$ cat config.mk
export PLATFORM = sky130hd
export DESIGN_NAME = bsg_wormhole_age_arb
export DESIGN_NICKNAME = d
export VERILOG_FILES = /design/src/rtl/bsg_wormhole_age_arb.sv
export SDC_FILE = /design/constraint.sdc
export NUM_CORES = 1
export LEC_CHECK = 0
export ABC_AREA = 1
export CORE_MARGIN = 1
export CORE_UTILIZATION = 48
export DETAILED_ROUTE_END_ITERATION = 16
export PLACE_DENSITY_LB_ADDON = 0.1
export SYNTH_ARGS = -nofsm -noshare
export SYNTH_HDL_FRONTEND = slang
export SYNTH_SLANG_ARGS = --single-unit
$ cat constraint.sdc
create_clock -name clk_i -period 6.22 [get_ports clk_i]
set_clock_uncertainty 0.2 [all_clocks]
set_input_delay 0.933 -clock clk_i [delete_from_list [all_inputs] [get_ports clk_i]]
set_output_delay 0.933 -clock clk_i [all_outputs]
set_load 0.01 [all_outputs]
$ cat src/rtl/bsg_wormhole_age_arb.sv
// Wormhole age arbiter for one router output port.
// In IDLE it grants the oldest requesting header by wrap-safe timestamp compare,
// with round-robin tie-break. In LOCK it grants only the packet owner until the
// tail flit has been sent.

// Per-input qualifier: asserted when this input requests and no other
// requester is strictly older.
module bsg_wormhole_age_arb_qual #(
  parameter int inputs_p   = 5,
  parameter int ts_width_p = 8,
  parameter int idx_p      = 0
) (
  input  logic [inputs_p-1:0]            i_reqs,
  input  logic [inputs_p*ts_width_p-1:0] i_ts,
  output logic                           o_qual
);

  logic [ts_width_p-1:0] w_d;
  logic                  w_beaten;

  // j beats idx_p when (ts[idx] - ts[j]) is nonzero with a clear msb
  always_comb begin
    w_beaten = 1'b0;
    w_d      = '0;
    for (int j = 0; j < inputs_p; j++) begin
      w_d = i_ts[idx_p*ts_width_p +: ts_width_p] - i_ts[j*ts_width_p +: ts_width_p];
      if (j != idx_p && i_reqs[j] && w_d != '0 && !w_d[ts_width_p-1])
        w_beaten = 1'b1;
    end
  end

  assign o_qual = i_reqs[idx_p] & ~w_beaten;

endmodule

module bsg_wormhole_age_arb #(
  parameter int inputs_p    = 5,
  parameter int ts_width_p  = 8,
  parameter int len_width_p = 4,
  localparam int lg_lp      = (inputs_p > 1) ? $clog2(inputs_p) : 1
) (
  input  logic                             clk_i,
  input  logic                             reset_i,
  input  logic [inputs_p-1:0]              reqs_i,
  input  logic [inputs_p*ts_width_p-1:0]   ts_i,
  input  logic [inputs_p*len_width_p-1:0]  len_i,
  input  logic                             ready_i,
  output logic [inputs_p-1:0]              grants_o,
  output logic                             v_o,
  output logic                             locked_o,
  output logic [lg_lp-1:0]                 owner_o,
  output logic [ts_width_p-1:0]            ts_o
);

  typedef enum logic {S_IDLE = 1'b0, S_LOCK = 1'b1} state_e;

  state_e                 r_state;
  logic [lg_lp-1:0]       r_owner;
  logic [lg_lp-1:0]       r_rr;
  logic [len_width_p-1:0] r_rem;

  logic [inputs_p-1:0]    w_qual;
  logic [lg_lp-1:0]       w_winner;
  logic [lg_lp-1:0]       w_win_q;
  logic [lg_lp-1:0]       w_win_r;
  logic                   w_found_q;
  logic                   w_found_r;
  int                     w_idx;
  logic [inputs_p-1:0]    w_grants;
  logic [len_width_p-1:0] w_len;
  logic [ts_width_p-1:0]  w_ts;

  function automatic logic [lg_lp-1:0] f_next(input logic [lg_lp-1:0] idx);
    return (idx == lg_lp'(inputs_p-1)) ? '0 : idx + 1'b1;
  endfunction

  genvar gi;
  generate
    for (gi = 0; gi < inputs_p; gi++) begin : g_qual
      bsg_wormhole_age_arb_qual #(
        .inputs_p  (inputs_p),
        .ts_width_p(ts_width_p),
        .idx_p     (gi)
      ) u_qual (
        .i_reqs(reqs_i),
        .i_ts  (ts_i),
        .o_qual(w_qual[gi])
      );
    end
  endgenerate

  // Scan from rr_ptr: first qualifier wins; if the wrap compare left no
  // qualifier (non-transitive cycle), fall back to the first requester.
  always_comb begin
    w_found_q = 1'b0;
    w_found_r = 1'b0;
    w_win_q   = '0;
    w_win_r   = '0;
    w_idx     = 0;
    for (int k = 0; k < inputs_p; k++) begin
      w_idx = int'(r_rr) + k;
      if (w_idx >= inputs_p) w_idx = w_idx - inputs_p;
      if (!w_found_q && w_qual[w_idx]) begin
        w_found_q = 1'b1;
        w_win_q   = lg_lp'(w_idx);
      end
      if (!w_found_r && reqs_i[w_idx]) begin
        w_found_r = 1'b1;
        w_win_r   = lg_lp'(w_idx);
      end
    end
    w_winner = w_found_q ? w_win_q : w_win_r;
  end

  assign w_len = len_i[w_winner*len_width_p +: len_width_p];

  // Zero-latency grant; held off entirely while in reset
  always_comb begin
    w_grants = '0;
    if (!reset_i) begin
      if (r_state == S_IDLE) begin
        if (|reqs_i && ready_i) w_grants[w_winner] = 1'b1;
      end else if (reqs_i[r_owner] && ready_i) begin
        w_grants[r_owner] = 1'b1;
      end
    end
  end

  // Timestamp of whichever input is granted, zero otherwise
  always_comb begin
    w_ts = '0;
    for (int i = 0; i < inputs_p; i++)
      if (w_grants[i]) w_ts = ts_i[i*ts_width_p +: ts_width_p];
  end

  assign grants_o = w_grants;
  assign v_o      = |w_grants;
  assign ts_o     = w_ts;
  assign locked_o = ~reset_i & (r_state == S_LOCK);
  assign owner_o  = reset_i              ? '0      :
                    (r_state == S_LOCK)  ? r_owner :
                    (|reqs_i)            ? w_winner : r_owner;

  // Packet FSM: a header with body flits locks the output to its owner
  always_ff @(posedge clk_i) begin
    if (reset_i) begin
      r_state <= S_IDLE;
      r_owner <= '0;
      r_rem   <= '0;
      r_rr    <= '0;
    end else begin
      case (r_state)
        S_IDLE: begin
          if (|w_grants) begin
            if (w_len == '0) begin
              r_rr <= f_next(w_winner);
            end else begin
              r_state <= S_LOCK;
              r_owner <= w_winner;
              r_rem   <= w_len;
            end
          end
        end
        S_LOCK: begin
          if (|w_grants) begin
            r_rem <= r_rem - 1'b1;
            if (r_rem == len_width_p'(1)) begin
              r_state <= S_IDLE;
              r_rr    <= f_next(r_owner);
            end
          end
        end
        default: r_state <= S_IDLE;
      endcase
    end
  end

endmodule

==> impl_metrics.env <==
export IMPL_cts_num_sinks=11
export IMPL_pin_count_of_the_biggest_net_entering_global_routing=20
export IMPL_global_route_peak_usage_layer="met2"
export IMPL_power_combinational_fraction=0.943
export IMPL_setup_worst_path_end_class="primary output"
export IMPL_cts_inserted_buffers=3
export IMPL_setup_worst_path_start="ts_i[20]"
export IMPL_synth_ff_latch_count=11
export IMPL_floorplan_die_width_um=147
export IMPL_final_hold_viol_count=0
export IMPL_clock_fmax_mhz=165
export IMPL_drt_vias_per_instance=5.51
export IMPL_postRouteWirelength_um=40200
export IMPL_floorplan_io_pins=86
export IMPL_power_per_cell_area_nw_per_um2=310
export IMPL_switching_power_uw=2550
export IMPL_type_of_the_setup_path_with_the_least_slack="primary input to primary output"
export IMPL_dpl_hpwl_um=31600
export IMPL_first_pass_grt_wire_length_um=60800
export IMPL_global_route_usage_met1=0.477
export IMPL_clockBufferDepth=2
export IMPL_timing_max_transition_violations_final=0
export IMPL_arrival_ns=4.92
export IMPL_design_core_area_um2=20400
export IMPL_yosysWarningCount=0
export IMPL_regToRegEndpoint="r_owner[1]"
export IMPL_setup_slack_ns=0.164
export IMPL_ir_worst_vdd_uv=467
export IMPL_post_route_period_util=0.974
export IMPL_wl_per_cell_um=17.0
export IMPL_groute_layer_met3_usage=0.0500
export IMPL_element_type_at_the_critical_path_start="primary input"
export IMPL_grt_pass1_vias=11800
export IMPL_leakage_uw=0.00762
export IMPL_number_of_enable_flip_flop_cells_after_synthesis=0
export IMPL_gpl_final_weighted_congestion=1.01
export IMPL_die_area_um2=21700
export IMPL_path_buf_inv=5
export IMPL_filler_cell_count=1835
export IMPL_ff2ff_setup_slack_ns=1.71
export IMPL_netlist_area_um2=10100
export IMPL_antenna_cells_inserted=0
export IMPL_worstHoldPathType="flop to flop"
export IMPL_netSwitchingFraction=0.580
export IMPL_net_count_final=2335
export IMPL_synth_net_count=2039
export IMPL_ctsHtreeMaxLevel=1
export IMPL_globalRouteOverflowTotal=0
export IMPL_worst_path_max_delay_cell="sky130_fd_sc_hd__clkdlybuf4s50_1"
export IMPL_worst_setup_hold_path_clk_slew_ns=0.04
export IMPL_maxSlewHeadroom=0.455
export IMPL_power_sequential_fraction=0.030
export IMPL_timing_rr_start="r_rr[0]"
export IMPL_synth_flop_cell="sky130_fd_sc_hd__dfxtp_1"
export IMPL_place_port_buffers=85
export IMPL_synth_seq_area_share=0.0218
export IMPL_critical_path_peak_fanout=8
export IMPL_critPathTopFamily="simple AND/OR/NAND/NOR gates"
export IMPL_worstSkewPairLatency_ns=0.24
export IMPL_drc_errors=0
export IMPL_floorplan_die_height_um=147
export IMPL_synthesis_instances=1802
export IMPL_timing_max_cap_violations=0
export IMPL_drt_pass1_iterations=5
export IMPL_final_util=0.694
export IMPL_fin_area_um2=14200
export IMPL_worst_ep_required_time_ns=5.09
export IMPL_clock_power_share=0.027
export IMPL_critical_path_cell_count=29
export IMPL_cell_internal_pwr_uw=1840
export IMPL_drt_first_iter_violations=1071
export IMPL_max_slew_worst_pin_slew_ns=0.815
export IMPL_effective_utilization_at_floorplan=0.495
export IMPL_area_growth_synth_to_final_pct=40.2
export IMPL_worst_hold_slack_ns=0.299
export IMPL_antenna_violating_nets_left=0
export IMPL_groute_layer_met2_usage=0.578
export IMPL_async_s_r_ff_share_synth=0
export IMPL_timing_critical_path_slowest_cell_delay_ns=0.51
export IMPL_ctsHoldBuffers=0
export IMPL_timing_reg2reg_worst_path_depth=30
export IMPL_antenna_found_initial=0
export IMPL_syn_avg_cell_area_um2=5.62
export IMPL_setup_worst_path_end="ts_o[0]"
export IMPL_tritoncts="yes"
export IMPL_post_route_cells_drive_above_1_share=0.268
export IMPL_gr_usage_all_layers=0.355
export IMPL_dr_total_vias=13000
export IMPL_setup_viol=0
export IMPL_period_needed_ns=6.06
export IMPL_post_place_ws_ns=-0.474
export IMPL_dpl_cell_area_um2=12700
export IMPL_fp_row_count=52
export IMPL_clock_root_buffer="sky130_fd_sc_hd__clkbuf_16"
export IMPL_netlist_cell_type_count=58
export IMPL_run_status="finished, final reports clean"
[tightest hold or removal path: stages, from the launching register on]
cell and delay [ns]:
sky130_fd_sc_hd__dfxtp_1 0.32, sky130_fd_sc_hd__nor2_2 0.10, sky130_fd_sc_hd__nor2_1 0.04
[routing by layer]
| metal | vias up | share of wire |
|---|---|---|
| met5 | - | 0 |
| met4 | 0 | 0.044 |
| met3 | 129 | 0.092 |
| met2 | 616 | 0.44 |
| met1 | 5901 | 0.42 |
| li1 | 6398 | - |
[cell usage in the layout, fill, tap and decap left out, types with 16 or more instances in the layout]
| cell type | netlist | final |
|---|---|---|
| sky130_fd_sc_hd__nand2_1 | 574 | 544 |
| sky130_fd_sc_hd__inv_1 | 246 | 218 |
| sky130_fd_sc_hd__buf_4 | 7 | 217 |
| sky130_fd_sc_hd__nand3_1 | 197 | 185 |
| sky130_fd_sc_hd__ha_1 | 159 | 108 |
| sky130_fd_sc_hd__nor2_1 | 122 | 107 |
| sky130_fd_sc_hd__a21oi_1 | 120 | 103 |
| sky130_fd_sc_hd__nand2_2 | 31 | 60 |
| sky130_fd_sc_hd__inv_2 | 31 | 42 |
| sky130_fd_sc_hd__ha_4 | 0 | 42 |
| sky130_fd_sc_hd__nand4_1 | 39 | 39 |
| sky130_fd_sc_hd__clkdlybuf4s50_1 | 0 | 39 |
| sky130_fd_sc_hd__dlymetal6s2s_1 | 0 | 29 |
| sky130_fd_sc_hd__nor2_2 | 18 | 28 |
| sky130_fd_sc_hd__o21ai_0 | 21 | 21 |
| sky130_fd_sc_hd__a21oi_2 | 5 | 21 |
| sky130_fd_sc_hd__nand3_2 | 9 | 20 |
| sky130_fd_sc_hd__nor2_4 | 14 | 19 |
| sky130_fd_sc_hd__o211ai_1 | 16 | 16 |
| sky130_fd_sc_hd__o21a_1 | 16 | 16 |
[what timing repair did]
action,4_1_cts,5_1_grt
endpoints found under the setup margin,16,17
resized for setup,72,220
setup buffers,8,28
pin swaps,9,65
[Yosys cell counts (3+ instances only)]
master | number | area share
sky130_fd_sc_hd__a21oi_1 | 120 | 0.059
sky130_fd_sc_hd__a21oi_2 | 5 | 0.0043
sky130_fd_sc_hd__buf_2 | 22 | 0.011
sky130_fd_sc_hd__buf_4 | 7 | 0.0052
sky130_fd_sc_hd__clkbuf_1 | 4 | 0.0015
sky130_fd_sc_hd__clkinv_1 | 3 | 0.0011
sky130_fd_sc_hd__dfxtp_1 | 11 | 0.022
sky130_fd_sc_hd__fa_1 | 10 | 0.020
sky130_fd_sc_hd__ha_1 | 159 | 0.20
sky130_fd_sc_hd__inv_1 | 246 | 0.091
sky130_fd_sc_hd__inv_2 | 31 | 0.011
sky130_fd_sc_hd__nand2_1 | 574 | 0.21
sky130_fd_sc_hd__nand2_2 | 31 | 0.019
sky130_fd_sc_hd__nand2_4 | 8 | 0.0089
sky130_fd_sc_hd__nand3_1 | 197 | 0.097
sky130_fd_sc_hd__nand3_2 | 9 | 0.0089
sky130_fd_sc_hd__nand3b_1 | 13 | 0.0096
sky130_fd_sc_hd__nand4_1 | 39 | 0.024
sky130_fd_sc_hd__nor2_1 | 122 | 0.045
sky130_fd_sc_hd__nor2_2 | 18 | 0.011
sky130_fd_sc_hd__nor2_4 | 14 | 0.016
sky130_fd_sc_hd__nor3_1 | 12 | 0.0059
sky130_fd_sc_hd__nor3b_1 | 3 | 0.0022
sky130_fd_sc_hd__o211ai_1 | 16 | 0.012
sky130_fd_sc_hd__o21a_1 | 16 | 0.012
sky130_fd_sc_hd__o21ai_0 | 21 | 0.010
sky130_fd_sc_hd__o21ai_1 | 7 | 0.0035
sky130_fd_sc_hd__o21ai_2 | 5 | 0.0043
sky130_fd_sc_hd__o21bai_1 | 7 | 0.0052
sky130_fd_sc_hd__o22ai_1 | 8 | 0.0049
sky130_fd_sc_hd__o31ai_1 | 5 | 0.0037
sky130_fd_sc_hd__xnor2_1 | 12 | 0.010
sky130_fd_sc_hd__xor2_1 | 15 | 0.013
[how the worst min path moves through the flow]
| stage | startpoint | end | slack (ns) | depth (start not counted) |
|---|---|---|---|---|
| after floorplan | r_rem[1] | r_rem[1] | 0.27 | 2 |
| after global placement | r_rem[1] | r_rem[1] | 0.30 | 2 |
| after detailed placement | r_rem[1] | r_rem[1] | 0.30 | 2 |
| after CTS | r_rem[1] | r_rem[1] | 0.30 | 2 |
| after global routing | r_rem[1] | r_rem[1] | 0.33 | 2 |
| final | r_rem[1] | r_rem[1] | 0.30 | 2 |
[stage by stage]
step | setup TNS, ns | power (µW) | cells
2_1_floorplan | 0 | 2720 | 1802
3_3_place_gp | -4.58 | 3890 | 2327
3_5_place_dp | -5.25 | 3940 | 2327
4_1_cts | 0 | 4100 | 2339
5_1_grt | -0.336 | 4810 | 2367
6_report | 0 | 4390 | 2367
[power by group through the flow]
stage               registers (µW)  clock network, µW  logic [µW]
floorplan                      121                  0        2600
global placement               130                  0        3760
detailed placement             130                  0        3810
CTS                            130                121        3850
global route                   135                126        4550
finish                         131                120        4140
[cells by family after synthesis]
logic type	share of synthesized area
AND/OR/NAND/NOR	0.475
buffers and inverters	0.125
AO/OA/AOI/OAI	0.133
adder cells (fa/ha/maj)	0.216
XOR/XNOR	0.0293
flip-flops	0.0218
[flip-flops by register name, summed over array words and instances, names as in the netlist]
register,count
r_rem,4
r_owner,3
r_rr,3
r_state,1
[layout make-up]
class	count	area (µm²)	area share
multi-input cells	1474	9540	0.672
well taps	270	338	0.0238
clock buffers	4	78.8	0.00556
flip-flops and latches	11	220	0.0155
inverters	281	1110	0.0786
repair buffers	327	2900	0.204
(Power assumes the default switching activity.)
